[src/rtl/serial_operand_loader.sv]
// Serial-to-parallel operand loader feeding the equality comparator over a valid/ready handshake.
// Optional registered a==b result is enabled with the CAPTURE_MATCH_EN macro.
module serial_operand_loader #(
  parameter int WIDTH = 5
) (
  input  logic             clk,
  input  logic             rst,
  input  logic             start,
  input  logic             sa,
  input  logic             sb,
  input  logic             out_ready,
  output logic             out_valid,
  output logic [WIDTH-1:0] a,
  output logic [WIDTH-1:0] b,
`ifdef CAPTURE_MATCH_EN
  output logic             busy,
  output logic             match
`else
  output logic             busy
`endif
);

  localparam int CW = (WIDTH > 1) ? $clog2(WIDTH) : 1;
  localparam logic [CW-1:0] LAST = CW'(WIDTH - 1);

  // Handshake: a pair transfers on any rising edge where out_valid and out_ready
  // are both high; a/b stay frozen from out_valid rising until that edge.
  typedef enum logic [1:0] {
    IDLE  = 2'd0,
    SHIFT = 2'd1,
    HOLD  = 2'd2
  } state_t;

  state_t           state;
  state_t           state_nxt;
  logic [CW-1:0]    cnt;
  logic [CW-1:0]    cnt_nxt;
  logic [WIDTH-1:0] a_nxt;
  logic [WIDTH-1:0] b_nxt;

  always_comb begin
    state_nxt = state;
    cnt_nxt   = cnt;
    a_nxt     = a;
    b_nxt     = b;
    case (state)
      IDLE: begin
        if (start) begin
          state_nxt = SHIFT;
          cnt_nxt   = '0;
        end
      end
      SHIFT: begin
        a_nxt = {a[WIDTH-2:0], sa};
        b_nxt = {b[WIDTH-2:0], sb};
        if (cnt == LAST) begin
          state_nxt = HOLD;
          cnt_nxt   = '0;
        end else begin
          cnt_nxt = cnt + CW'(1);
        end
      end
      HOLD: begin
        // start only counts when it coincides with the transfer edge
        if (out_ready) begin
          state_nxt = start ? SHIFT : IDLE;
          cnt_nxt   = '0;
        end
      end
      default: state_nxt = IDLE;
    endcase
  end

  always_ff @(posedge clk) begin
    if (rst) begin
      state     <= IDLE;
      cnt       <= '0;
      a         <= '0;
      b         <= '0;
      out_valid <= 1'b0;
      busy      <= 1'b0;
    end else begin
      state     <= state_nxt;
      cnt       <= cnt_nxt;
      a         <= a_nxt;
      b         <= b_nxt;
      out_valid <= (state_nxt == HOLD);
      busy      <= (state_nxt != IDLE);
    end
  end

`ifdef CAPTURE_MATCH_EN
  // Loaded from the post-shift words so it rises together with out_valid.
  always_ff @(posedge clk) begin
    if (rst) begin
      match <= 1'b0;
    end else if (state == SHIFT && cnt == LAST) begin
      match <= (a_nxt == b_nxt);
    end else if (state_nxt != HOLD) begin
      match <= 1'b0;
    end
  end
`endif

endmodule

[config.mk]
export PLATFORM = sky130hd
export DESIGN_NAME = serial_operand_loader
export DESIGN_NICKNAME = d
export VERILOG_FILES = /design/src/rtl/serial_operand_loader.sv
export SDC_FILE = /design/constraint.sdc
export NUM_CORES = 1
export LEC_CHECK = 0
export CORE_UTILIZATION = 40
export DETAILED_ROUTE_END_ITERATION = 8
export DONT_BUFFER_PORTS = 1
export HOLD_SLACK_MARGIN = 0.12
export PLACE_DENSITY = 0.64
export SLEW_MARGIN = 5
export SYNTH_ARGS = -nofsm -noshare
export SYNTH_HDL_FRONTEND = slang
export SYNTH_SLANG_ARGS = --single-unit
[constraint.sdc]
create_clock -name clk -period 2.71 [get_ports clk]
set_input_delay 0.813 -clock clk [delete_from_list [all_inputs] [get_ports clk]]
set_output_delay 0.813 -clock clk [all_outputs]
set_load 0.01 [all_outputs]
==> reports/metrics.yaml, run 1 <==
p_leak_uw: 0.000244
die_area_um2: 1850
rsz0062_at_grt: "no"
critPathKind: "flop to output port"
final-hold-violation-count: 0
end_kind: "output port"
cts_made_buffers: 3
syn_inst: 81
hold_path.class: "flop to flop"
fin_hold_ws_ns: 0.481
place_congestion: 0.753
io_buffer_count: 0
ys.flop_type: "dfxtp_1"
synth_edf_count: 0
r2r_start: "state[0]"
yosysUniqueCellTypes: 22
async_flop_share_pct: 0
clkLatencyLatePin_ns: 0.29
cts_sinks: 17
pre_cts_ws_ns: 1.23
syn_nets: 89
die_w_um: 43.0
synth_top_cell_area_share_pct: 50.6
overflow: 0
crit_start: "b[3]"
hpwl_um: 777
antenna_cells: 0
clk_pin_slew_worst_paths_ns: 0.09
hold_start: "cnt[2]"
multi_input_area_um2: 304
wire_per_inst_um: 11.7
synth_area_leaders: "dfxtp_1, nand2_1, a21oi_1"
synth_area_um2: 673
status: "completed"
worstHoldEndpoint: "cnt[2]"
ys_seq_area_share_pct: 50.6
cts_htree_levels: 1
grt.total_usage_pct: 14.2
post_cts_buffers: 0
drv_slew: 0
vias: 520
fin_ws_ns: 1.19
period_share_pct: 55.9
grt_pass1_vias: 435
final_nets: 90
layout_common_cells: "nand2_1, dfxtp_1, a21oi_1, inv_1, clkbuf_4"
setup_viol: 0
reg2reg_slack_ns: 1.26
area_delta_synth_final_pct: 4.28
num_rows: 14
post_cts_resized: 0
cp-start-kind: "flop"
cp_data_arrival_time_ns: 0.70
whs_path_depth: 1
initialDrtViolationCount: 11
postSynthAreaPerCell_um2: 8.31
grt_start_max_net_pins: 20
path_max_fanout: 3
cp.required_ns: 1.90
cts_hold_buf: 0
first_pass_iters: 3
ir_drop_mv: 0.326
tightest_slew_ns: 0.439
antenna_found_initial: 0
floorplan.initialDensity_pct: 43.7
fillers: 168
tns_ns: 0
post-route-min-period_ns: 1.52
tritoncts: "built"
clockBufferDepth: 2
place_area_um2: 676
ant_nets: 0
mostFrequentLayoutCell: "nand2_1"
ios: 18
r2r_end: "cnt[2]"
die_h_um: 43.0
drc_errors: 0
grt_pass1_wl_um: 1900
drt_wl_total_um: 1140
synth_top_area_cell: "dfxtp_1"
final_layout_size_suffix_gt1_share_pct: 3.70
root_buffer: "clkbuf_4"
core_area_um2: 1540
worst_r2r_path_depth: 3
ys_ff_latch: 17
stdcell_area_um2: 702
final-seq-area_um2: 340
ys_warn_count: 0
fmax_mhz: 660
vias_per_cell: 5.36
maxCapViolCount: 0
fin_skew_ns: 0.00246
slew_headroom_pct: 70.8
powerDensity_nw_per_um2: 634
[cell families (layout without fill, tap and decap cells)]
| logic type | count (synthesis) | after routing | share of synthesized area (%) |
|---|---|---|---|
| buffers and inverters | 7 | 7 | 4.27 |
| AO/OA/AOI/OAI | 21 | 21 | 17.7 |
| adder cells (fa/ha/maj) | 2 | 2 | 3.72 |
| flip-flops | 17 | 17 | 50.6 |
| AND/OR/NAND/NOR | 34 | 34 | 23.8 |
[how the worst max path moves through the flow]
stage                      to  slack, ns  cells past startpoint
global placement       cnt[2]       1.29                      3
global route           cnt[2]       1.12                      3
floorplan           out_valid       1.17                      3
detailed placement     cnt[2]       1.23                      3
finish                   b[3]       1.19                      0
CTS                      b[3]       1.18                      0
[worst reg2reg max path, delay by kind of cell (launching register included)]
family / cells / cell delay (ns)
AND/OR/NAND/NOR: 2 / 0.68
flip-flops: 1 / 0.44
AO/OA/AOI/OAI: 1 / 0.25
[final cells by class]
type	count	share of cell area, %
Inverter	3	1.60
Multi-Input combinational cell	57	43.3
Sequential cell	17	48.5
Tap cell	16	2.85
Clock buffer	4	3.74
[routing by layer]
metal  share of wire [%]  up-vias  global-route usage [%]
met2                  43       16                    17.9
li1                    -      275                       -
met3                 6.1        4                    7.23
met5                   0        -                       0
met1                  49      225                    18.6
met4                 1.7        0                    9.09
[stage by stage]
step	total power, µW	instances	util (%)
5_1_grt	473	97	45.5
6_report	445	97	45.5
4_1_cts	452	97	45.5
3_5_place_dp	319	93	43.8
3_3_place_gp	319	93	43.8
2_1_floorplan	316	81	-
[registers in the layout (all words and copies together), names as in the netlist]
register and count:
state 2, cnt 3, out_valid 1, busy 1, b 5, a 5
[Yosys cell counts, types with 2 or more instances]
cell type   n
buf_2       2
a21oi_1    15
dfxtp_1    17
ha_1        2
o31ai_1     2
and2b_1     2
nand2_1    21
nor2_1      2
nand2b_1    2
inv_1       3
nand3b_1    2
[power breakdown]
group | switching (µW) | total, µW | internal (µW)
clock | 74.8 | 132 | 57.2
combinational | 25.9 | 41.2 | 15.4
sequential | 11.7 | 272 | 260
Power figures use the tool's default switching activity.
==> inputs of run 2 (changes only) <==
Settings changed: PLACE_DENSITY 0.64 to 0.66.
Clock period 2.71 ns to 1.35 ns, I/O delays scaled along.
==> run 2 against run 1 <==
Effect of this change:
- combinational power grew to 3.0 times the previous value
- final area grew 7.5%
- flip-flop and latch count is the same
- cell count grew 5.2%
- clock skew grew 0.0023 ns
- via count grew 4.2%
- clock power grew 100%
- highest routed layer is now met3
==> reports/metrics.yaml, run 2 (synthesis gave the netlist of run 1 again) <==
path_max_fanout: 4  # +1
busiest_layer: "met2"
fin_hold_ws_ns: 0.171  # -0.309 ns
clk_pin_slew_worst_paths_ns: 0.10  # about the same
fmax_mhz: 784
overflow: 0  # unchanged
mostFrequentLayoutCell: "nand2_1"
fin_ws_ns: 0.0740  # -1.12 ns
slew_headroom_pct: 83.8  # +13 points
p_leak_uw: 0.000277  # +14%
grt_pass1_wl_um: 2060  # +8.8%
cts_hold_buf: 0  # unchanged
drv_slew: 0  # unchanged
ios: 18  # unchanged
floorplan.initialDensity_pct: 43.7  # unchanged
end_kind: "flop"
final_layout_size_suffix_gt1_share_pct: 11.6  # +7.9 points
initialDrtViolationCount: 18  # +7
reg2reg_slack_ns: 0.07  # -1.19 ns
antenna_cells: 0  # unchanged
root_buffer: "clkbuf_4"
place_congestion: 0.810  # +7.5%
drc_errors: 0  # unchanged
post-route-min-period_ns: 1.28
met1_usage_pct: 19.9  # +1.4 points
rsz0062_at_grt: "no"
tns_ns: 0  # unchanged
clockBufferDepth: 2  # unchanged
vias_per_cell: 5.31  # -0.88%
layout_common_cells: "nand2_1, dfxtp_1, a21oi_1, buf_4"
die_h_um: 43.0  # unchanged
num_rows: 14  # unchanged
cp-start-kind: "flop"
p_switching_uw: 237  # +110%
grt_start_max_net_pins: 20  # unchanged
io_buffer_count: 0  # unchanged
p_seq_share_pct: 58.4  # -2.7 points
final-hold-violation-count: 0  # unchanged
place_area_um2: 726  # +7.4%
grt_pass1_vias: 497  # +14%
cts_made_buffers: 3  # unchanged
hold_path.class: "input port to flop"
core_area_um2: 1540  # unchanged
fin_skew_ns: 0.00475  # +0.00229 ns
post_cts_buffers: 0  # unchanged
setup_viol: 0  # unchanged
tightest_slew_ns: 0.239  # -0.199 ns
cp_data_arrival_time_ns: 1.48  # +0.78 ns
pwr-share-comb_pct: 13.1  # +3.8 points
critPathKind: "flop to flop"
stdcell_area_um2: 754  # +7.5%
cts_sinks: 17  # unchanged
post_cts_resized: 0  # unchanged
die_area_um2: 1850  # unchanged
antenna_found_initial: 0  # unchanged
period_share_pct: 94.5
grtUsageMet3_pct: 6.81  # -0.43 points
swShare_pct: 25.5  # +0.26 points
status: "completed"
final_nets: 95  # +5.6%
ant_nets: 0  # unchanged
grt.total_usage_pct: 14.7  # +0.56 points
hpwl_um: 852  # +9.6%
vias: 542  # +4.2%
drt_wl_total_um: 1140  # +0.44%
cp.required_ns: 1.56  # -0.34 ns
ir_drop_mv: 0.590  # +81%
area_delta_synth_final_pct: 12.1
maxCapViolCount: 0  # unchanged
cts_htree_levels: 1  # unchanged
p_int_uw: 693  # +110%
p_clk_share_pct: 28.5  # -1.2 points
pre_cts_ws_ns: 0.0426  # -1.19 ns
biggestRegsByFlops: "a (5), b (5), cnt (3)"
first_pass_iters: 2  # -1
grt_use_met2_pct: 22.1  # +4.2 points
wire_per_inst_um: 11.2  # -4.5%
clkLatencyLatePin_ns: 0.29  # about the same
die_w_um: 43.0  # unchanged
powerDensity_nw_per_um2: 1230  # +94%
tritoncts: "built"
## run 2: cell count changes in the layout (fill, tap and decap cells not counted), sizes merged
cell	delta
buf	+5
clkbuf	-1
clkinv	+1
## run 2: metal layers
metal	up-vias	wire, µm
li1	283	-
met4	0	0
met5	-	0
met3	0	79
met2	14	524
met1	245	540
## run 2: area by class of cell
class,count,area (µm²)
Clock buffer,3,22.5
Clock inverter,1,5.00
Fill cell,149,787
Inverter,3,11.3
Multi-Input combinational cell,57,304
Sequential cell,17,342
Tap cell,16,20.0
Timing Repair Buffer,5,50.0
## run 2: path summary, 6_finish.rpt
check	start	end	cells after the start
max	cnt[0]	cnt[2]	4
min	rst	b[2]	1
max reg2reg	cnt[0]	cnt[2]	4
min reg2reg	cnt[2]	cnt[2]	1
## run 2: critical path, stage by stage, from the launching register on
cell      delay (ns)
dfxtp_2         0.36
inv_1           0.06
ha_1            0.20
or3_1           0.34
a311oi_1        0.25
## run 2: power by group through the flow
| stage | Clock, µW | Sequential, µW | Combinational [µW] |
|---|---|---|---|
| 6_report | 265 | 543 | 122 |
| 2_1_floorplan | 0 | 553 | 81.4 |
| 3_5_place_dp | 0 | 555 | 123 |
| 4_1_cts | 273 | 543 | 124 |
| 3_3_place_gp | 0 | 554 | 121 |
| 5_1_grt | 296 | 547 | 141 |
## run 2: through the flow
stage               power (µW)  cells  util [%]
detailed placement         678     98      47.1
CTS                        940    102      48.9
global placement           675     98      47.1
global route               984    102      48.9
finish                     930    102      48.9
floorplan                  635     81         -
==> inputs of run 3 (changes only) <==
Settings changed: CELL_PAD_IN_SITES_DETAIL_PLACEMENT from default to 0, CELL_PAD_IN_SITES_GLOBAL_PLACEMENT from default to 1, PLACE_DENSITY 0.66 to 0.8, TNS_END_PERCENT from default to 10.
Clock period 1.35 ns to 1.2 ns, I/O delays scaled along.
==> run 3 against run 2 <==
Effect of this change:
- the run now ends with negative setup slack left
- global-route usage grew 2.1 points
- non-clock buffer count grew 1
- clock-buffer cell count is the same
- sequential power grew 13%
- total power grew 14%
- fmax grew 5.9%
- critical path depth is the same
- register-to-register slack lost 0.08 ns
- largest power group unchanged
- highest routed layer is now met4
==> reports/metrics.yaml, run 3 (synthesis gave the netlist of run 1 again) <==
status: "complete, but fails checks"
violations: "negative setup slack"
die_area_um2: 1850  # unchanged
cp_num_buf_inv: 1  # unchanged
vias: 545  # +0.55%
die_w_um: 43.0  # unchanged
hold_start: "rst"
cp_top_family: "flip-flops"
crit_start: "cnt[0]"
final-hold-violation-count: 0  # unchanged
layout_common_cells: "nand2_1, a21oi_1, dfxtp_1, buf_4"
core_area_um2: 1540  # unchanged
place_area_um2: 714  # -1.6%
cts_sinks: 17  # unchanged
fin_hold_ws_ns: 0.108  # -0.0628 ns
fin_skew_ns: 0.00656  # +0.00181 ns
post-route-min-period_ns: 1.21  # -0.0710 ns
clkLatencyLatePin_ns: 0.30  # about the same
grt.total_usage_pct: 16.8  # +2.1 points
mostFrequentLayoutCell: "nand2_1"
pre_cts_ws_ns: -0.0621  # -0.105 ns
stdcell_area_um2: 767  # +1.7%
wirelength_met1_um: 642  # +19%
cpPeakStageDelay_ns: 0.36  # about the same
hold_path.class: "input port to flop"
drc_errors: 0  # unchanged
place_congestion: 0.738  # -8.9%
critPathKind: "flop to flop"
root_buffer: "clkbuf_4"
cts_made_buffers: 3  # unchanged
grt_pass1_wl_um: 2250  # +9.0%
vias_per_cell: 5.29  # -0.42%
fmax_mhz: 830  # +5.9%
path_max_fanout: 3  # -1
ant_nets: 0  # unchanged
die_h_um: 43.0  # unchanged
tightest_slew_ns: 0.258  # +0.0194 ns
grt_pass1_vias: 524  # +5.4%
slew_headroom_pct: 82.5  # -1.3 points
wire_per_inst_um: 12.8  # +14%
overflow: 0  # unchanged
ir_drop_mv: 0.828  # +40%
antenna_found_initial: 0  # unchanged
period_share_pct: 100  # +5.9 points
biggestRegsByFlops: "a (5), b (5), cnt (3)"
final_nets: 96  # +1.1%
cp-start-kind: "flop"
io_buffer_count: 0  # unchanged
tns_ns: -0.00508  # -0.00508 ns
ios: 18  # unchanged
topRoutingLayerUsed: "met4"
slowest_stage: "dfxtp_2"
cts_htree_levels: 1  # unchanged
floorplan.initialDensity_pct: 43.7  # unchanged
fin_util_pct: 49.8  # +0.81 points
area_delta_synth_final_pct: 13.9
antenna_cells: 0  # unchanged
clk_pin_slew_worst_paths_ns: 0.10  # about the same
final_layout_size_suffix_gt1_share_pct: 19.5  # +7.9 points
powerDensity_nw_per_um2: 1390  # +13%
met2_length_um: 559  # +6.7%
met3_wirelength_um: 77  # -2.5%
path_cells: "inv_2 -> ha_4 -> or3_1 -> a311oi_1"
fin_ws_ns: -0.00508  # -0.0790 ns
p_leak_uw: 0.000276  # -0.43%
grt_start_max_net_pins: 20  # unchanged
end_kind: "flop"
drt_wl_total_um: 1320  # +15%
initialDrtViolationCount: 4  # -14
num_rows: 14  # unchanged
r2r_start: "cnt[0]"
drv_slew: 0  # unchanged
tritoncts: "built"
maxCapViolCount: 0  # unchanged
first_pass_iters: 4  # +2
cp.required_ns: 1.41  # -0.15 ns
rsz0062_at_grt: "yes"
cp_data_arrival_time_ns: 1.41  # -0.07 ns
setup_viol: 1  # +1
clockBufferDepth: 2  # unchanged
hpwl_um: 903  # +6.0%
run 3: cell count changes in the layout (fill, tap and decap cells not counted):
cell / before / now
inv_1: 3 / 1
ha_4: 0 / 1
ha_2: 0 / 1
ha_1: 2 / 0
buf_4: 4 / 6
dfxtp_2: 1 / 3
buf_12: 1 / 0
inv_2: 0 / 2
dfxtp_1: 16 / 14
run 3: layer usage:
layer,up-vias,GRT usage (%)
met5,-,0
met4,0,12.7
met3,5,5.11
met2,13,24.2
met1,240,20.7
li1,287,-
run 3: cell type report:
cell class,instances,area [µm²]
fillers,168,774
clock inverters,1,5.00
multi-input cells,57,319
flip-flops and latches,17,344
clock buffers,3,22.5
well taps,16,20.0
inverters,3,11.3
repair buffers,6,45.0
run 3: power by group:
group / total [µW] / internal [µW] / switching [µW]
registers: 615 / 589 / 25.8
clock network: 313 / 124 / 189
logic: 136 / 64.1 / 72.2
total: 1060 / 778 / 287
run 3: repair_timing:
action / 4_1_cts / 5_1_grt
gates resized for setup: 6 / 1
endpoints found under the setup margin: 1 / 2
endpoints found under the hold margin: 15 / 15
setup buffers: 1 / 0
pin swaps: 1 / 1
run 3: per-stage QoR:
step	power (µW)	std cells
finish	1060	103
global route	1120	103
CTS	1080	103
detailed placement	752	98
global placement	746	98
floorplan	715	81
run 3: final timing paths:
kind              endpoint  slack [ns]  depth (start not counted)
setup / recovery    cnt[2]      -0.005                          4
hold / removal        b[4]        0.11                          1
setup reg to reg    cnt[2]      -0.005                          4
hold reg to reg     cnt[2]        0.49                          1
run 3: worst register-to-register path: cells and delay by family (launching register included):
family,cells,cell delay [ns]
buffers and inverters,1,0.05
AO/OA/AOI/OAI,1,0.22
AND/OR/NAND/NOR,1,0.34
adder cells (fa/ha/maj),1,0.15
flip-flops,1,0.36
